$ cat src/rtl/fios_res_collector.sv
// Result collector for the FIOS PE chain: gathers s result words, LSW first,
// and hands the assembled s*W-bit product to the consumer via valid/ready.
module fios_res_collector #(
   parameter int unsigned s    = 16,
   parameter int unsigned W    = 17,
   localparam int unsigned CntW = $clog2(s + 1)
) (
   input  logic              clock_i,
   input  logic              reset_i,
   input  logic              start_i,
   input  logic              res_push_i,
   input  logic [W-1:0]      res_word_i,
   input  logic              done_i,
   input  logic              res_ready_i,
   output logic [s*W-1:0]    res_o,
   output logic              res_valid_o,
   output logic              busy_o,
   output logic [CntW-1:0]   count_o,
   output logic              err_o
);

   localparam logic [CntW-1:0] FullCount = CntW'(s);

   typedef enum logic [1:0] {
      StIdle,
      StCollect,
      StValid
   } state_e;

   state_e             state_q, state_d;
   logic [W-1:0]       buf_q [s];
   logic [W-1:0]       buf_d [s];
   logic [CntW-1:0]    count_q, count_d;
   logic               err_q, err_d;
   logic               valid_q, valid_d;
   logic               busy_q, busy_d;
   logic               wr_en;

   // Next-state, counter, error and buffer-write decode.
   always_comb begin
      state_d = state_q;
      count_d = count_q;
      err_d   = err_q;
      wr_en   = 1'b0;

      unique case (state_q)
         StIdle: begin
            if (start_i) begin
               state_d = StCollect;
               count_d = '0;
               err_d   = 1'b0;
            end
         end

         StCollect: begin
            if (start_i) begin
               // Restart wins; a push in the same cycle belongs to the old run.
               count_d = '0;
               err_d   = 1'b0;
            end else begin
               if (res_push_i) begin
                  if (count_q < FullCount) begin
                     wr_en   = 1'b1;
                     count_d = count_q + 1'b1;
                  end else begin
                     err_d = 1'b1;
                  end
               end
               // count_d already includes a push coinciding with done.
               if (done_i) begin
                  if (count_d == FullCount) begin
                     state_d = StValid;
                  end else begin
                     state_d = StIdle;
                     err_d   = 1'b1;
                  end
               end
            end
         end

         StValid: begin
            // Pushes while a result is held indicate the consumer fell behind.
            if (res_push_i) begin
               err_d = 1'b1;
            end
            if (res_ready_i) begin
               if (start_i) begin
                  state_d = StCollect;
                  count_d = '0;
                  err_d   = 1'b0;
               end else begin
                  state_d = StIdle;
               end
            end
         end

         default: begin
            state_d = StIdle;
         end
      endcase

      valid_d = (state_d == StValid);
      busy_d  = (state_d == StCollect);
   end

   // Buffer write: only the word addressed by the current count is replaced.
   always_comb begin
      for (int k = 0; k < int'(s); k++) begin
         buf_d[k] = buf_q[k];
         if (wr_en && (count_q == CntW'(k))) begin
            buf_d[k] = res_word_i;
         end
      end
   end

   // Control and status registers.
   always_ff @(posedge clock_i or posedge reset_i) begin
      if (reset_i) begin
         state_q <= StIdle;
         count_q <= '0;
         err_q   <= 1'b0;
         valid_q <= 1'b0;
         busy_q  <= 1'b0;
      end else begin
         state_q <= state_d;
         count_q <= count_d;
         err_q   <= err_d;
         valid_q <= valid_d;
         busy_q  <= busy_d;
      end
   end

   // Result word buffer.
   always_ff @(posedge clock_i or posedge reset_i) begin
      if (reset_i) begin
         for (int k = 0; k < int'(s); k++) begin
            buf_q[k] <= '0;
         end
      end else begin
         for (int k = 0; k < int'(s); k++) begin
            buf_q[k] <= buf_d[k];
         end
      end
   end

   for (genvar g = 0; g < int'(s); g++) begin : g_res
      assign res_o[g*W +: W] = buf_q[g];
   end

   assign res_valid_o = valid_q;
   assign busy_o      = busy_q;
   assign count_o     = count_q;
   assign err_o       = err_q;

endmodule
$ cat config.mk
export PLATFORM = sky130hd
export DESIGN_NAME = fios_res_collector
export DESIGN_NICKNAME = d
export VERILOG_FILES = /design/src/rtl/fios_res_collector.sv
export SDC_FILE = /design/constraint.sdc
export NUM_CORES = 1
export LEC_CHECK = 0
export CORE_UTILIZATION = 44
export DETAILED_ROUTE_END_ITERATION = 16
export PLACE_DENSITY = 0.89
export SYNTH_ARGS = -nofsm -noshare
export SYNTH_HDL_FRONTEND = slang
export SYNTH_SLANG_ARGS = --single-unit
$ cat constraint.sdc
create_clock -name clock_i -period 8.25 [get_ports clock_i]
set_input_delay 1.2375 -clock clock_i [delete_from_list [all_inputs] [get_ports clock_i]]
set_output_delay 1.2375 -clock clock_i [all_outputs]
set_load 0.05 [all_outputs]
After elaboration in Yosys (flattened, before gate mapping)
Index checks and enable logic that the tools add are counted.
{"block": "totals", "register_bits": 282, "output_inout_bits": 280}
{"block": "classes", "add_sub_neg": 1, "magnitude_cmp": 1, "eq_ne": 22, "muxes": 29, "n_reduce_logical": 21}
{"operator": "== test 5 x 4 -> 1 bit, second input constant", "n": 8}
{"operator": "2-to-1 mux 5 bit", "n": 7}
{"operator": "== test 5 x 3 -> 1 bit, second input constant", "n": 4}
{"operator": "logical AND 1 bit", "n": 16}
{"operator": "case mux 5 bit (3 select lines)", "n": 1}
{"operator": "2-to-1 mux 1 bit", "n": 14}
{"operator": "== test 5 x 2 -> 1 bit, second input constant", "n": 2}
{"operator": "2-to-1 mux 2 bit", "n": 5}
{"operator": "case mux 2 bit (3 select lines)", "n": 1}
{"operator": "adder 5 x 1 -> 5 bit, second input constant", "n": 1}
{"operator": "== test 5 x 1 -> 1 bit, second input constant", "n": 1}
{"operator": "== test 5 bit, second input constant", "n": 1}
{"operator": "zero test 5 bit", "n": 1}
{"operator": "less-than comparator 5 bit, second input constant", "n": 1}
{"operator": "== test 2 x 1 -> 1 bit, second input constant", "n": 2}
{"operator": "== test 2 bit, second input constant", "n": 2}
{"operator": "inequality test 2 bit, second input constant", "n": 2}
{"operator": "AND reduction 2 bit", "n": 2}
{"operator": "case mux 1 bit (3 select lines)", "n": 1}
{"operator": "nonzero test 3 bit", "n": 1}
{"operator": "zero test 2 bit", "n": 1}

Depth between registers and ports, before layout
{"block": "depth", "depth_word": 11, "ltp_mapped": 8}

Least setup slack after synthesis
No wires, ideal clock.
{"block": "synth_path", "kind": "input to register", "from": "input res_push_i", "to": "register buf_q (netlist bit res_o[136])", "t_arrival_ns": 2.508, "required_ns": 8.125, "setup_slack_ns": 5.617, "path_stages": 7, "cell_sequence": "nor2b_1 buf_6 and3_1 buf_4 nand2_2 buf_2 mux2_2"}
{"block": "synth_between", "elab_chain_cells": 4}
{"item": "start: declaration", "line": "11", "source": "input logic res_push_i,"}
{"item": "2-to-1 mux 1 bit", "line": "61", "source": "if (res_push_i) begin"}
{"item": "2-to-1 mux 1 bit", "line": "56", "source": "if (start_i) begin"}
{"item": "2-to-1 mux 1 bit", "line": "46", "source": "unique case (state_q)"}
{"item": "logical AND 1 bit", "line": "110", "source": "if (wr_en && (count_q == CntW'(k))) begin"}
{"item": "end signal: indexed assignment", "line": "141", "source": "buf_q[k] <= buf_d[k];"}
{"item": "end: declaration", "line": "31", "source": "logic [W-1:0] buf_q [s];"}
No other way between the ends.
A chain may end at the register's enable or synchronous reset.

Final worst setup path
{"block": "layout_path", "from": "register count_q[2] (netlist: count_o[2])", "to": "output count_o[2]"}
{"item": "start: declaration", "line": "33", "source": "logic [CntW-1:0] count_q, count_d;"}
{"item": "start signal: assignment", "line": "126", "source": "count_q <= count_d;"}
{"item": "end: declaration", "line": "18", "source": "output logic [CntW-1:0] count_o,"}
No word-level cell between the ends.

==> flow_metrics.tcl <==
set metrics [dict create \
    drtPass1Iterations 4 \
    dp_cells 1281 \
    path_cells "clkdlybuf4s50_1" \
    cpPeakStageDelay_ps 950 \
    vias_per_cell 5.26 \
    path_class "flop to primary output" \
    fp.dieW_um 160 \
    fin_hold_ws_ps 493 \
    synth.net_count 724 \
    core_area_um2 24500 \
    powerDensity_nw_per_um2 255 \
    switching_power_mw 1.26 \
    cts_sinks 282 \
    seq_power_share_pct 40.7 \
    pwr-share-comb_pct 25.4 \
    finalPower_mw 3.89 \
    period_minus_slack_ps 3500 \
    p_int_mw 2.63 \
    io_pins 303 \
    antenna_left 0 \
    critical_path_arrival_ps 2260 \
    std_cell_rows 57 \
    synth_edf_count 0 \
    hold_path_class "flop to flop" \
    crit_buf_inv 1 \
    cts_tree "yes" \
    area_delta_synth_final_pct 38.5 \
    ys_async_sr_fraction_pct 100 \
    grt_start_max_net_pins 149 \
    drt-initial-drc-count 326 \
    r2r_setup_slack_ps 5570 \
    cts_resized 0 \
    cts_root_buf "clkbuf_16" \
    timing.rr.start "count_o[3]" \
    hold_depth 1 \
    netlist_instances 693 \
    antenna_found_initial 0 \
    initial_core_util_pct 45.1 \
    max_freq_mhz 286 \
    finalClockSkew_ps 18.3 \
    synth_top_flop_cell "dfrtp_1" \
    clkPwrFrac_pct 33.9 \
    grt_pass1_vias 7457 \
    finalCritPeriodShare_pct 42.4 \
    synth_area_um2 11000 \
    ys_seq_area_share_pct 64.0 \
    gp_congestion 0.862 \
    maxSlewHeadroom_pct 29.5 \
    cts_setup_buffers 0 \
    crit_path_max_fanout 16 \
    synth_commonest_cells "dfrtp_1, mux2_2, clkbuf_1" \
    routed_wl_um 29700 \
    setup_viol 0 \
    avgSynthCellArea_um2 15.9 \
    cts_buffer_depth 3 \
    critPathSlowestCell "clkdlybuf4s50_1" \
    critPathCaptureType "primary output" \
    startpoint_type "flop" \
    post-place-ws_ps 4570 \
    drive_gt1_share_pct 33.1 \
    grt_use_total_pct 23.3 \
    fp.dieH_um 160 \
    cts_buffers 30 \
    synth_top_area_cell "dfrtp_1" \
    yosysUniqueCellTypes 44 \
    cp_top_family "buffers and inverters" \
    leakagePower_nw 7.30 \
    cts_hold_buf 0 \
    n_antenna_cell 0 \
    required_ps 7010 \
    final_max_slew_viol_count 0 \
    switching_share_pct 32.5 \
    vdd_drop_max_mv 0.264 \
    timing.rr.end "res_o[192]" \
    synth_top_area_share_pct 64.0 \
    grt_pass1_wl_um 45500 \
    fin_ws_ps 4750 \
    drv_cap 0 \
    hpwl_um 20000 \
    final_nets 1020 \
    fillers 1758 \
    reg2regPathDepth 3 \
    worst_pin_slew_ps 1060 \
    min-delay-start "res_o[245]" \
    yosysMostFrequentCell "dfrtp_1" \
    holdPathEnd "res_o[245]" \
    rsz0062_at_grt "false" \
    synth-seq-cells 282 \
    status "completed" \
    wl_per_cell_um 22.3 \
    synth.area.top_cells "dfrtp_1, mux2_2, mux2_1" \
    clk_latency_ps 540 \
    drcViolationCount 0 \
    grt_overflow 0 \
    stdcell_count 1336 \
    io_buffers 302 \
    path_clk_slew_ps 60 \
    h-tree-depth 1 \
    dr_total_vias 7023 \
    dieArea_um2 25700 \
    ys_warn_count 0 \
    hold_viol 0 \
    setup_tns_ps 0 \
]
power by group through the flow:
stage               logic, mW  clock network (mW)  registers [mW]
finish                  0.991                1.32            1.59
global route             1.03                1.40            1.60
CTS                     0.995                1.35            1.59
detailed placement      0.986                   0            1.61
global placement        0.975                   0            1.60
floorplan               0.211                   0            2.04
layout make-up:
type	count	area, µm²	share of cell area (%)
Clock buffer	43	891	5.83
Clock inverter	12	98.8	0.647
Inverter	9	37.5	0.246
Multi-Input combinational cell	360	3720	24.4
Sequential cell	282	7060	46.2
Tap cell	324	405	2.65
Timing Repair Buffer	306	3070	20.1
cell usage in the layout, fill, tap and decap left out, types with 3 or more instances in the layout:
master and count:
nand2_1 3, mux2_1 11, nor2b_2 3, nand3_4 3, ha_1 8, clkbuf_8 7, o21ai_0 8, nor2b_1 6
nor2_1 6, inv_1 8, buf_4 3, and3_1 3, mux2_2 261, clkbuf_16 31, clkbuf_1 5, nand2_2 7
a21oi_1 7, clkinv_2 7, dfrtp_1 282, clkdlybuf4s50_1 302, nand2b_1 5
per-layer routing:
layer | track usage (%) | part of all wire, %
met3 | 5.94 | 6.6
met1 | 28.9 | 40
met4 | 6.80 | 2.8
met2 | 40.2 | 51
met5 | 0 | 0
cells by family (layout without fill, tap and decap cells):
group	count (synthesis)	count (layout)	share of synthesized area (%)
xor gates and xnor gates	1	1	0.0794
and+or+nand+nor	49	49	3.13
buffers and inverters	51	370	2.35
AOI/OAI and AO/OA	30	30	1.81
muxes	272	272	27.8
adders and majority gates	8	8	0.907
DFF	282	282	64.0
flip-flops by register name, indices dropped and copies added (netlist names):
signal / flops
err_o: 1
state_q: 2
count_o: 5
res_valid_o: 1
res_o: 272
busy_o: 1
worst max path at each step:
stage                     slack, ps    endpoint  depth (start not counted)        from
after floorplan                3280      busy_o                          1     reset_i
after global placement         4670  res_o[192]                          5     start_i
after detailed placement       4570  res_o[262]                          5     start_i
after CTS                      4730  count_o[2]                          1  count_o[2]
after global routing           4680  count_o[2]                          1  count_o[2]
final                          4750  count_o[2]                          1  count_o[2]
per-stage QoR:
step           cell area [µm²]  util (%)
6_report                 15300      62.5
5_1_grt                  15300      62.5
4_1_cts                  15300      62.5
3_5_place_dp             14300      58.4
3_3_place_gp             14300      58.4
2_1_floorplan            11000         -
(Power assumes the default switching activity.)
==> edit 1, RTL diff (same settings) <==
`s`: 16 -> 8.
--- a/src/rtl/fios_res_collector.sv
+++ b/src/rtl/fios_res_collector.sv
@@ -1,7 +1,7 @@
 // Result collector for the FIOS PE chain: gathers s result words, LSW first,
 // and hands the assembled s*W-bit product to the consumer via valid/ready.
 module fios_res_collector #(
-   parameter int unsigned s    = 16,
+   parameter int unsigned s    = 8,
    parameter int unsigned W    = 17,
    localparam int unsigned CntW = $clog2(s + 1)
 ) (
Ports: changed (resized count_o and res_o); port bits go from 303 to 166. The function was not compared with the original's and may differ.
==> edit 1 against the original RTL <==
- register-to-register slack better by 0.13 ns
- via count down 48%
- wire length down 52%
- total power down 34%
- sequential cell count down 137
- worst setup slack better by 0.34 ns
- area after synthesis down 44%
- sequential share of layout area down 3.8 points
- final area down 44%
- cell count down 45%
- global-route usage down 2.9 points
==> edit 1: results (changes against the original RTL) <==
Slowest cell on the critical path: or3_1
Fill count: 985 (-44%)
Resized cells post-CTS: 0 (unchanged)
DR iter-0 viols: 193 (-41%)
Hpwl dp: 9800 microns (-51%)
Skew final: 0.009262 ns (-0.009038 ns)
XOR/XNOR share of the synthesized area: 0.1410% (+0.062 points)
TritonCTS Buffers: 17 (-43%)
Min-delay src: res_o[118]
WP data arrival: 3.46 ns (+1.20 ns)
Nets@finish: 569 (-44%)
Slowest stage delay, CP: 0.60 ns (-0.35 ns)
Design internal power: 1.669 mW (-37%)
Fin Hold WS: 0.5046 ns (+0.01199 ns)
Reg2reg setup slack: 5.70 ns (+0.13 ns)
Syn_nets: 394 (-46%)
Worst Hold End: res_o[118]
CTS clock-pin slew for the worst setup and hold paths: 0.06 ns (about the same)
Commonest cells post-synth: dfrtp_1 (145), mux2_4 (70), mux2_2 (66)
Vias/cell: 5.027 (-4.4%)
Crit-path max FO: 17 (+1)
CTS max path bufs: 2 (-1)
Initial antenna violation count: 0 (unchanged)
Top cells by area, synth: dfrtp_1 (58%), mux2_4 (17%), mux2_2 (12%)
Synthesized-area fraction occupied by adder cells: 1.612% (+0.70 points)
Post-synthesis mux area share: 29.21% (+1.4 points)
I/O Buffers: 165 (-45%)
Latest clock arrival within the worst-skew pair: 0.42 ns (-0.12 ns)
Cell variety after synth: 37 (-16%)
First-pass GRT wire length: 22090 microns (-51%)
Outcome: completed
Vias in the first global route: 3887 (-48%)
Static Leak: 4.063 nW (-44%)
Reg2reg path depth: 6 (+3)
Worst vdd ir: 0.1368 mV (-48%)
H-tree Lvls: 4 (+3)
Largest net degree at the start of global routing: 79 (-47%)
R2R Path End: res_o[8]
Final Wtd Congestion: 0.8538 (-1.0%)
Layout cells sized above 1: 32.30% (-0.80 points)
Worst-margin pin slew: 0.9612 ns (-0.09563 ns)
Max reg flops: 136 (-50%)
Largest delay share family, worst path: simple AND/OR/NAND/NOR gates
Gr usage total: 20.38% (-2.9 points)
Seq/Total Area, Yosys: 58.42% (-5.5 points)
Drt wl/cell: 19.38 microns (-13%)
Synth Area in Compound Gates: 2.397% (+0.58 points)
RR Startpoint: state_q[1]
[edit 1: cell count changes after synthesis, moves of 6 or more]
cell      change
mux2_2      -195
nand2_2       -7
nor2b_1       -6
buf_2        -15
buf_12        +7
mux2_4       +70
dfrtp_1     -137
nor2_8        +8
buf_4         -7
mux2_1       -11
clkbuf_1     -17
[edit 1: cells by family (layout without fill, tap and decap cells)]
kind of cell | Yosys count | after routing
and+or+nand+nor | 33 | 33
buffers and inverters | 17 | 205
xor gates and xnor gates | 1 | 1
muxes | 138 | 138
DFF | 145 | 145
AOI/OAI and AO/OA | 21 | 21
adders and majority gates | 8 | 8
[edit 1: power groups by stage]
stage,Sequential (mW),Clock [mW],Combinational (mW)
2_1_floorplan,1.24,0,0.247
3_3_place_gp,0.892,0,0.857
3_5_place_dp,0.900,0,0.873
4_1_cts,0.890,0.829,0.877
5_1_grt,0.900,0.859,0.910
6_report,0.890,0.816,0.871
[edit 1: metal layers]
metal / track usage [%] / vias up / part of all wire (%)
met5: 0 / - / 0
met4: 6.867 / 0 / 1.9
met3: 5.613 / 22 / 4.0
met2: 34.05 / 116 / 51
met1: 25.47 / 1893 / 43
li1: - / 1644 / -
[edit 1: worst max path at each step]
stage / slack (ns) / to / startpoint
after floorplan: 3.12 / busy_o / reset_i
after global placement: 4.71 / res_o[2] / start_i
after detailed placement: 4.64 / res_o[3] / start_i
after CTS: 5.07 / res_o[4] / start_i
after global routing: 5.00 / res_o[8] / start_i
final: 5.09 / res_o[8] / start_i
[edit 1: worst register-to-register path: stages (launching register included)]
cell,delay (ns)
dfrtp_1,0.44
inv_1,0.12
ha_1,0.28
nand2b_4,0.09
or3_1,0.60
nor2_8,0.50
mux2_2,0.40
[edit 1: layout make-up]
cell class / count / area, sq um / area share [%]
Multi-Input combinational cell: 201 / 2382 / 27.82
Timing Repair Buffer: 166 / 1659 / 19.37
Tap cell: 180 / 225.2 / 2.630
Clock inverter: 12 / 180.2 / 2.104
Inverter: 7 / 31.28 / 0.3653
Clock buffer: 20 / 456.7 / 5.333
Sequential cell: 145 / 3628 / 42.37
[edit 1: metrics by stage]
stage	instances	worst slack (ns)	util [%]	instance area, sq um
finish	731	5.086	61.93	8563
global route	731	5.004	61.93	8563
CTS	731	5.072	61.93	8563
detailed placement	699	4.637	57.33	7926
global placement	699	4.711	57.33	7926
floorplan	363	3.118	-	6211
==> edit 2, RTL diff (same flow settings) <==
Made on the original files. Put one more register stage on the output `err_o`, cleared by the reset. The value now appears one clock later. The other outputs are not delayed to match.
--- a/src/rtl/fios_res_collector.sv
+++ b/src/rtl/fios_res_collector.sv
@@ -150,6 +150,12 @@
    assign res_valid_o = valid_q;
    assign busy_o      = busy_q;
    assign count_o     = count_q;
-   assign err_o       = err_q;
+   always_ff @(posedge clock_i or posedge reset_i) begin
+      if (reset_i) begin
+         err_o <= '0;
+      end else begin
+         err_o <= err_q;
+      end
+   end
 
 endmodule
Function: changed (a bounded check fails within 4 cycles, from zero or initial values and one cycle with reset_i high).
==> edit 2 against the original RTL <==
- sequential cell count up 1
- first-iteration DRC count up 25%
- critical path depth unchanged
- wire length down 0.19%
- count of clock-buffer cells in the layout up 2
- worst setup slack worse by 0.0070 ns
- area after synthesis up 1.8%
- non-clock buffer count down 2
- total power down 7.2%
- final area up 0.56%
- register-to-register slack worse by 0.10 ns
- sequential power down 3%
==> edit 2: results (changes against the original RTL) <==
Outcome: completed
FFs w/ async S/R, synth: 100.0% (unchanged)
Design internal power: 2.501 mW (-4.9%)
Post-Route WL: 29670 microns (-0.19%)
WP data arrival: 2.27 ns
Largest delay share family, worst path: buffers and inverters
Slowest stage delay, CP: 0.95 ns (about the same)
Placed standard-cell area: 0.01442 sq mm (+0.95%)
Vias in the first global route: 7601 (+1.9%)
Seq/Total Area, Yosys: 63.05% (-0.91 points)
Gr usage total: 22.55% (-0.75 points)
Max reg flops: 272 (unchanged)
Layout cells sized above 1: 34.16% (+1.1 points)
Crit-path max FO: 15 (-1)
DR iter-0 viols: 409 (+25%)
CTS root buffer: clkbuf_16
Nets@finish: 1020 (unchanged)
Via count: 6981 (-0.60%)
CTS clock-pin slew for the worst setup and hold paths: 0.06 ns (about the same)
Hpwl dp: 20050 microns (+0.50%)
CTS max path bufs: 3 (unchanged)
Hold crit path type: reg2reg
H-tree Lvls: 1 (unchanged)
First-pass GRT wire length: 45030 microns (-1.1%)
Initial antenna violation count: 0 (unchanged)
Post-CTS setup buffer count: 0 (unchanged)
Inserted Diodes: 0 (unchanged)
Resized cells post-CTS: 0 (unchanged)
Static Leak: 7.417 nW (+1.7%)
Slew headroom: 34.54% (+5.1 points)
Cell variety after synth: 35 (-20%)
TritonCTS Buffers: 29 (-3.3%)
YS warnings: 0 (unchanged)
Top cells by area, synth: dfrtp_1 (63%), mux2_2 (25%), mux2_4 (2.7%)
Skew final: 0.01560 ns (-0.002695 ns)
I/O Buffers: 302 (unchanged)
Fill count: 1837 (+4.5%)
Latest clock arrival within the worst-skew pair: 0.53 ns
Final Wtd Congestion: 0.8215 (-4.7%)
Largest net degree at the start of global routing: 180 (+21%)
Slowest cell on the critical path: clkdlybuf4s50_1
Commonest cells post-synth: dfrtp_1 (283), mux2_2 (254), mux2_4 (20)
Worst vdd ir: 0.2064 mV (-22%)
Syn_nets: 728 (+0.55%)
Leading register cell type out of synthesis: dfrtp_1
Post-layout util: 61.19% (-1.3 points)
Pre-antenna DRT Iters: 4 (unchanged)
-- edit 2: path summary, 6_finish.rpt --
path	slack, ns	from	cells after the start	endpoint
hold reg to reg	0.43	err_q	0	err_o
max in group asynchronous	5.65	reset_i	3	res_o[238]
setup / recovery	4.74	count_o[3]	1	count_o[3]
setup reg to reg	5.47	state_q[1]	6	res_o[120]
min in group asynchronous	1.21	reset_i	2	res_o[118]
hold / removal	0.43	err_q	0	err_o
-- edit 2: power by group through the flow --
stage                     Clock (mW)  Combinational [mW]  Sequential, mW
after floorplan                    0               0.176            1.91
after global placement             0               0.785            1.56
after CTS                       1.29               0.805            1.55
after detailed placement           0               0.798            1.57
final                           1.27               0.801            1.55
after global routing            1.34               0.832            1.56
-- edit 2: through the flow --
step | setup slack (ns) | hold slack, ns | std cells
6_report | 4.741 | 0.4280 | 1340
3_5_place_dp | 4.477 | 0.4177 | 1288
3_3_place_gp | 4.575 | 0.4157 | 1288
5_1_grt | 4.674 | 0.4498 | 1340
4_1_cts | 4.730 | 0.4290 | 1340
2_1_floorplan | 3.263 | 0.3869 | 697
-- edit 2: cell families (layout without fill, tap and decap cells) --
logic type | after synthesis | in the layout | share of synthesized area, %
DFF | 283 | 283 | 63.05
muxes | 274 | 274 | 28.14
and+or+nand+nor | 54 | 54 | 3.698
buffers and inverters | 49 | 362 | 2.696
AOI/OAI and AO/OA | 28 | 28 | 1.448
adders and majority gates | 8 | 8 | 0.8912
xor gates and xnor gates | 1 | 1 | 0.07799
-- edit 2: metal layers --
layer	wire length [microns]	vias up	track usage (%)	share of wire (%)
li1	-	3030	-	-
met1	12290	3651	28.16	41
met2	14640	241	38.49	49
met3	1769	59	5.158	6.0
met4	965	0	7.762	3.3
met5	0	-	0	0
-- edit 2: final cells by class --
cell class / instances / area, sq um / share of cell area, %
clock buffer: 45 / 895.9 / 5.831
tap: 330 / 412.9 / 2.688
multi-input combinational: 365 / 3852 / 25.08
timing repair buffer: 304 / 3050 / 19.86
sequential: 283 / 7082 / 46.09
clock inverter: 7 / 43.79 / 0.2850
inverter: 6 / 26.28 / 0.1710
